**config.mk**
```make
export PLATFORM = sky130hd
export DESIGN_NAME = ram_arbiter
export DESIGN_NICKNAME = d
export VERILOG_FILES = /design/src/rtl/ram_arbiter_pkg.sv /design/src/rtl/ram_arbiter_arb_slot.sv /design/src/rtl/ram_arbiter.sv
export SDC_FILE = /design/constraint.sdc
export NUM_CORES = 1
export LEC_CHECK = 0
export CORE_MARGIN = 5
export CORE_UTILIZATION = 45
export DETAILED_ROUTE_END_ITERATION = 10
export GPL_TIMING_DRIVEN = 0
export HOLD_SLACK_MARGIN = 0.02
export PLACE_DENSITY_LB_ADDON = 0.25
export SKIP_LAST_GASP = 1
export SYNTH_ARGS = -nofsm -noshare
export SYNTH_HDL_FRONTEND = slang
export SYNTH_SLANG_ARGS = --single-unit
```
**constraint.sdc**
```tcl
create_clock -name clk -period 2 [get_ports clk]
set_input_delay 0.3 -clock clk [delete_from_list [all_inputs] [get_ports clk]]
set_output_delay 0.3 -clock clk [all_outputs]
set_load 0.02 [all_outputs]
```
**src/rtl/ram_arbiter_pkg.sv**
```systemverilog
// Shared types for the fetch/data RAM arbiter: FSM states, port ids, helpers.
// Latency: none (definitions only).
// Backpressure: none (definitions only).
package ram_arbiter_pkg;

  typedef enum logic [1:0] {
    ST_IDLE   = 2'd0,
    ST_ACCESS = 2'd1,
    ST_WAIT   = 2'd2,
    ST_RESP   = 2'd3
  } state_e;

  typedef enum logic {
    PORT_IF = 1'b0,
    PORT_D  = 1'b1
  } port_e;

  // Width of the read-latency down-counter; covers RD_LAT 1..4.
  localparam int CNT_W = 2;

  // Grant choice: a lone pending slot wins outright; on a tie the port
  // that was not granted last time wins.
  function automatic port_e pick_winner(input logic pend_if, input logic pend_d,
                                        input port_e rr_last);
    if (pend_if && pend_d) begin
      return (rr_last == PORT_IF) ? PORT_D : PORT_IF;
    end else if (pend_d) begin
      return PORT_D;
    end else begin
      return PORT_IF;
    end
  endfunction

endpackage

```
**src/rtl/ram_arbiter_arb_slot.sv**
```systemverilog
// Per-port pending slot: captures a one-cycle request pulse with its address/data.
// Latency: pend_o rises the cycle after req_i.
// Backpressure: none; a request hitting a still-pending slot is dropped and flagged.
module arb_slot
  import ram_arbiter_pkg::*;
#(
  parameter int DWIDTH = 16,
  parameter int AWIDTH = 16
) (
  input  logic              clk,
  input  logic              rst_n,
  input  logic              req_i,
  input  logic              done_i,
  input  logic              wen_i,
  input  logic [AWIDTH-1:0] addr_i,
  input  logic [DWIDTH-1:0] wdata_i,
  output logic              pend_o,
  output logic              wen_o,
  output logic [AWIDTH-1:0] addr_o,
  output logic [DWIDTH-1:0] wdata_o,
  output logic              ovf_o
);

  logic              pend_q, pend_d;
  logic              ovf_q, ovf_d;
  logic              wen_q;
  logic [AWIDTH-1:0] addr_q;
  logic [DWIDTH-1:0] wdata_q;
  logic              accept;

  // A request is taken when the slot is empty or is being retired this same cycle.
  always_comb begin
    accept = req_i && (!pend_q || done_i);
    pend_d = (pend_q && !done_i) || req_i;
    ovf_d  = ovf_q || (req_i && pend_q && !done_i);
  end

  // Slot flags and the captured request fields.
  always_ff @(posedge clk) begin
    if (!rst_n) begin
      pend_q  <= 1'b0;
      ovf_q   <= 1'b0;
      wen_q   <= 1'b0;
      addr_q  <= '0;
      wdata_q <= '0;
    end else begin
      pend_q <= pend_d;
      ovf_q  <= ovf_d;
      if (accept) begin
        wen_q   <= wen_i;
        addr_q  <= addr_i;
        wdata_q <= wdata_i;
      end
    end
  end

  assign pend_o  = pend_q;
  assign ovf_o   = ovf_q;
  assign wen_o   = wen_q;
  assign addr_o  = addr_q;
  assign wdata_o = wdata_q;

endmodule

```
**src/rtl/ram_arbiter.sv**
```systemverilog
// Shares one single-port synchronous RAM between instruction fetch and data ports.
// Latency: req at T -> mem_cs at T+2; read valid at T+3+RD_LAT, write done at T+3.
// Backpressure: none; one pending slot per port, an extra pulse is dropped and ovf_err set.
module ram_arbiter
  import ram_arbiter_pkg::*;
#(
  parameter int DWIDTH = 16,
  parameter int AWIDTH = 16,
  parameter int RD_LAT = 1   // legal range 1..4
) (
  input  logic              clk,
  input  logic              rst_n,
  input  logic              if_req,
  input  logic [AWIDTH-1:0] if_addr,
  output logic [DWIDTH-1:0] if_data,
  output logic              if_valid,
  input  logic              d_req,
  input  logic              d_wen,
  input  logic [AWIDTH-1:0] d_addr,
  input  logic [DWIDTH-1:0] d_wdata,
  output logic [DWIDTH-1:0] d_rdata,
  output logic              d_valid,
  output logic              mem_cs,
  output logic              mem_we,
  output logic [AWIDTH-1:0] mem_addr,
  output logic [DWIDTH-1:0] mem_wdata,
  input  logic [DWIDTH-1:0] mem_rdata,
  output logic              busy,
  output logic              ovf_err
);

  localparam logic [CNT_W-1:0] CNT_LOAD = CNT_W'(RD_LAT - 1);

  logic              if_pend, d_pend;
  logic              if_ovf, d_ovf;
  logic              if_slot_wen, d_slot_wen;
  logic [AWIDTH-1:0] if_slot_addr, d_slot_addr;
  logic [DWIDTH-1:0] if_slot_wdata, d_slot_wdata;
  logic              if_done, d_done;

  state_e            state_q, state_d;
  // rr_last_q is loaded at grant time, so while busy it also names the current winner.
  port_e             rr_last_q, rr_last_d;
  logic [CNT_W-1:0]  cnt_q, cnt_d;
  logic [DWIDTH-1:0] if_data_q, if_data_d;
  logic [DWIDTH-1:0] d_rdata_q, d_rdata_d;

  logic              win_wen;
  logic [AWIDTH-1:0] win_addr;
  logic [DWIDTH-1:0] win_wdata;
  logic              any_pend;
  logic              rd_capture;

  // Fetch slot never writes, so its write enable and write data are tied off.
  arb_slot #(
    .DWIDTH (DWIDTH),
    .AWIDTH (AWIDTH)
  ) u_if_slot (
    .clk     (clk),
    .rst_n   (rst_n),
    .req_i   (if_req),
    .done_i  (if_done),
    .wen_i   (1'b0),
    .addr_i  (if_addr),
    .wdata_i ('0),
    .pend_o  (if_pend),
    .wen_o   (if_slot_wen),
    .addr_o  (if_slot_addr),
    .wdata_o (if_slot_wdata),
    .ovf_o   (if_ovf)
  );

  arb_slot #(
    .DWIDTH (DWIDTH),
    .AWIDTH (AWIDTH)
  ) u_d_slot (
    .clk     (clk),
    .rst_n   (rst_n),
    .req_i   (d_req),
    .done_i  (d_done),
    .wen_i   (d_wen),
    .addr_i  (d_addr),
    .wdata_i (d_wdata),
    .pend_o  (d_pend),
    .wen_o   (d_slot_wen),
    .addr_o  (d_slot_addr),
    .wdata_o (d_slot_wdata),
    .ovf_o   (d_ovf)
  );

  // Select the granted slot's request fields.
  always_comb begin
    any_pend = if_pend || d_pend;
    if (rr_last_q == PORT_D) begin
      win_wen   = d_slot_wen;
      win_addr  = d_slot_addr;
      win_wdata = d_slot_wdata;
    end else begin
      win_wen   = if_slot_wen;
      win_addr  = if_slot_addr;
      win_wdata = if_slot_wdata;
    end
  end

  // FSM state register.
  always_ff @(posedge clk) begin
    if (!rst_n) begin
      state_q <= ST_IDLE;
    end else begin
      state_q <= state_d;
    end
  end

  // FSM next-state: grant, one access cycle, optional read wait, one response cycle.
  always_comb begin
    state_d = state_q;
    case (state_q)
      ST_IDLE:   if (any_pend) state_d = ST_ACCESS;
      ST_ACCESS: state_d = win_wen ? ST_RESP : ST_WAIT;
      ST_WAIT:   if (cnt_q == '0) state_d = ST_RESP;
      ST_RESP:   state_d = ST_IDLE;
      default:   state_d = ST_IDLE;
    endcase
  end

  // FSM outputs: RAM strobe with zeroed side-band when idle, valid pulses, busy.
  always_comb begin
    mem_cs    = 1'b0;
    mem_we    = 1'b0;
    mem_addr  = '0;
    mem_wdata = '0;
    if_valid  = 1'b0;
    d_valid   = 1'b0;
    busy      = (state_q != ST_IDLE);
    if (state_q == ST_ACCESS) begin
      mem_cs    = 1'b1;
      mem_we    = win_wen;
      mem_addr  = win_addr;
      mem_wdata = win_wdata;
    end
    if (state_q == ST_RESP) begin
      if_valid = (rr_last_q == PORT_IF);
      d_valid  = (rr_last_q == PORT_D);
    end
  end

  assign if_done = if_valid;
  assign d_done  = d_valid;

  // Datapath next-state: round-robin pointer, saturating read counter, read capture.
  always_comb begin
    rr_last_d  = rr_last_q;
    cnt_d      = cnt_q;
    if_data_d  = if_data_q;
    d_rdata_d  = d_rdata_q;
    rd_capture = (state_q == ST_WAIT) && (cnt_q == '0);
    if ((state_q == ST_IDLE) && any_pend) begin
      rr_last_d = pick_winner(if_pend, d_pend, rr_last_q);
    end
    if ((state_q == ST_ACCESS) && !win_wen) begin
      cnt_d = CNT_LOAD;
    end else if ((state_q == ST_WAIT) && (cnt_q != '0)) begin
      cnt_d = cnt_q - 1'b1;
    end
    if (rd_capture) begin
      if (rr_last_q == PORT_IF) begin
        if_data_d = mem_rdata;
      end else begin
        d_rdata_d = mem_rdata;
      end
    end
  end

  // Datapath registers; the pointer resets to DATA so fetch wins the first tie.
  always_ff @(posedge clk) begin
    if (!rst_n) begin
      rr_last_q <= PORT_D;
      cnt_q     <= '0;
      if_data_q <= '0;
      d_rdata_q <= '0;
    end else begin
      rr_last_q <= rr_last_d;
      cnt_q     <= cnt_d;
      if_data_q <= if_data_d;
      d_rdata_q <= d_rdata_d;
    end
  end

  assign if_data = if_data_q;
  assign d_rdata = d_rdata_q;
  assign ovf_err = if_ovf || d_ovf;

endmodule

```
==> results.sh <==
export IMPL_holdPathStages=2
export IMPL_status="finished, final reports clean"
export IMPL_vdd_drop_max_v=0.000631
export IMPL_leakage_nw=2.32
export IMPL_wl_mm=10.5
export IMPL_track_usage=0.201
export IMPL_power_density_mw_per_mm2=922
export IMPL_worst_pin_slew_ps=630
export IMPL_port_buffers=138
export IMPL_wl_per_cell_um=14.9
export IMPL_cts_sinks=90
export IMPL_final_antenna_net_count=0
export IMPL_synth_avg_cell_area_um2=8.65
export IMPL_hold_class="reg2reg"
export IMPL_drtIter0Drc=123
export IMPL_setup_slack_ps=62.4
export IMPL_clk_pin_slew_ps=90
export IMPL_rsz0062_at_grt="yes"
export IMPL_hold_violations=0
export IMPL_syn_inst=449
export IMPL_worstPathRequired_ps=1700
export IMPL_min_to="u_d_slot.wdata_o[11]"
export IMPL_die_w_um=103
export IMPL_setup_viol=0
export IMPL_insertion_delay_ps=350
export IMPL_grt_pass1_vias=3445
export IMPL_max_freq_ghz=0.516
export IMPL_dieArea_mm2=0.0106
export IMPL_ctsLongestPathBuffers=2
export IMPL_grt_pass1_wl_mm=16.6
export IMPL_period_minus_slack_ps=1940
export IMPL_cts_buffers=9
export IMPL_row_count=33
export IMPL_power_frac_clock=0.250
export IMPL_p_sw_frac=0.335
export IMPL_start_util=0.468
export IMPL_endpoint_kind="output port"
export IMPL_dp_cells=692
export IMPL_synth_ff_type="dfxtp_1"
export IMPL_vias=3482
export IMPL_slew_headroom=0.579
export IMPL_final_layout_size_suffix_gt1_frac=0.134
export IMPL_gp_congestion=0.810
export IMPL_p_comb_frac=0.349
export IMPL_switchingPower_w=0.00174
export IMPL_drc=0
export IMPL_dpl_worst_slack_ps=-349
export IMPL_ios=139
export IMPL_intPower_w=0.00344
export IMPL_die_h_um=103
export IMPL_syn_nets=524
export IMPL_synth_seq_area_share=0.464
export IMPL_crit_fanout=10
export IMPL_worst_setup_path_type="reg2out"
export IMPL_ff2ff_path_depth=6
export IMPL_seqPwrFrac=0.401
export IMPL_synth_seq_cells=90
export IMPL_area_delta_synth_final_pct=44.6
export IMPL_r2r_end="state_q[0]"
export IMPL_htreeDepth=3
export IMPL_synth_cell_types=30
export IMPL_grt_max_degree=17
export IMPL_netlist_area_mm2=0.00388
export IMPL_min_from="u_d_slot.wdata_o[11]"
export IMPL_layout_cells_non_filler=709
export IMPL_hpwl_mm=8.06
export IMPL_drv_slew=0
export IMPL_r2r_start="state_q[0]"
export IMPL_maxCapViolations=0
export IMPL_root_buffer="clkbuf_8"
export IMPL_design_final_nets=674
export IMPL_synth_edf_count=0
export IMPL_antenna_cells=0
export IMPL_r2r_slack_ps=250
export IMPL_grt_overflow=0
export IMPL_synthArstFlopShare=0
export IMPL_avgViaCountPerCell=4.91
export IMPL_start_kind="flop"
export IMPL_cp_arrival_ps=1640
export IMPL_period_share=0.969
export IMPL_first_pass_iters=4
export IMPL_tritoncts="built"
export IMPL_ys_warn_count=0
export IMPL_fin_skew_ps=11.0
export IMPL_coreArea_mm2=0.00830
export IMPL_antenna_found_initial=0
==> layout by cell type, fill, tap and decap left out, types with 2 or more instances in the layout <==
cell type,netlist,layout
clkdlybuf4s15_1,0,2
nand2_1,134,134
a21boi_0,34,34
clkbuf_1,14,9
dfxtp_1,90,89
buf_2,8,11
mux2i_1,33,33
o21ai_0,2,2
a21boi_2,2,2
buf_12,1,2
clkbuf_8,0,10
clkbuf_4,0,3
dlygate4sd2_1,0,3
nor2b_1,23,23
nor2_1,19,19
buf_6,3,2
clkdlybuf4s50_1,0,101
a21oi_1,8,8
clkbuf_2,2,13
and3_1,19,19
clkdlybuf4s15_2,0,17
inv_6,0,2
ha_1,6,4
or2_2,2,2
inv_1,7,6
buf_4,5,7
a21boi_1,27,27
==> routing by layer <==
metal  vias to the layer above  track usage  wire [µm]
met3                        15       0.0589        759
met2                        94        0.341       5020
li1                       1761            -          -
met5                         -            0          0
met1                      1612        0.244       4580
met4                         0       0.0637        182
==> kinds of logic (layout without fill, tap and decap cells) <==
logic type,after synthesis,count (layout),synth area share
adder cells (fa/ha/maj),6,6,0.0193
buffers and inverters,40,195,0.0567
AO/OA/AOI/OAI,77,77,0.144
XOR/XNOR,1,1,0.00226
AND/OR/NAND/NOR,202,202,0.228
flip-flops,90,90,0.464
multiplexers,33,33,0.0851
==> synthesized netlist by cell type, types with 2 or more instances <==
master    count  area [µm²]
nor2b_1      23         144
clkbuf_2      2        10.0
a21boi_0     34         255
buf_4         5        37.5
o21ai_0       2        10.0
a21boi_1     27         203
nor2_1       19        71.3
ha_1          6        75.1
nand2_1     134         503
buf_2         8        40.0
mux2i_1      33         330
a21oi_1       8        40.0
inv_1         7        26.3
a21boi_2      2        22.5
buf_6         3        33.8
or2_2         2        12.5
and3_1       19         119
clkbuf_1     14        52.6
dfxtp_1      90        1800
==> through the flow <==
| step | utilization | TNS (ps) | power, W | hold slack (ps) | instance area, µm² |
|---|---|---|---|---|---|
| after floorplan | - | 0 | 0.00313 | 424 | 3880 |
| after global placement | 0.650 | -7260 | 0.00383 | 436 | 5400 |
| after detailed placement | 0.650 | -9370 | 0.00389 | 440 | 5400 |
| after CTS | 0.680 | -1250 | 0.00521 | 453 | 5650 |
| after global routing | 0.676 | -325 | 0.00547 | 470 | 5610 |
| final | 0.676 | 0 | 0.00518 | 450 | 5610 |
==> sequential cells by signal, summed over array words and instances (netlist names) <==
register,cells
u_d_slot.wen_o,1
cnt_q,2
u_d_slot.pend_o,1
state_q,2
u_if_slot.pend_o,1
u_d_slot.addr_o,16
u_if_slot.ovf_o,1
rr_last_q,1
if_data,16
u_d_slot.ovf_o,1
d_rdata,16
u_if_slot.addr_o,16
u_d_slot.wdata_o,16
==> worst max-delay path, cell delays in order (launching register included) <==
cell and delay, ps:
dfxtp_2 360, inv_2 90, ha_4 190, clkbuf_4 200, nor2b_1 140, clkdlybuf4s15_1 300
==> what timing repair did <==
action                                  4_1_cts  5_1_grt
endpoints found under the setup margin       37       44
buffers inserted                              2        0
hold buffers                                  0        0
gates resized for setup                      86       36
==> layout make-up <==
cell class	instances	area [µm²]
fill	694	2690
multi-input combinational	319	1880
sequential	90	1800
timing repair buffer	140	1350
buffer	32	221
clock buffer	10	138
tap	105	131
clock inverter	6	72.6
inverter	7	26.3
==> how the worst max path moves through the flow <==
stage / start / end / slack [ps]
2_1_floorplan: state_q[1] / mem_addr[0] / 340
3_3_place_gp: state_q[1] / mem_addr[0] / -290
3_5_place_dp: state_q[1] / mem_addr[0] / -350
4_1_cts: rr_last_q / mem_addr[5] / -110
5_1_grt: state_q[1] / mem_addr[7] / -60
6_report: state_q[1] / mem_addr[7] / 60
==> power groups by stage <==
stage               logic, W  registers [W]  clock network (W)
global placement     0.00173        0.00210                  0
CTS                  0.00181        0.00208            0.00133
finish               0.00180        0.00208            0.00129
detailed placement   0.00177        0.00211                  0
global route         0.00197        0.00210            0.00140
floorplan           0.000947        0.00218                  0
No activity file was read; power rests on OpenSTA's default activity.
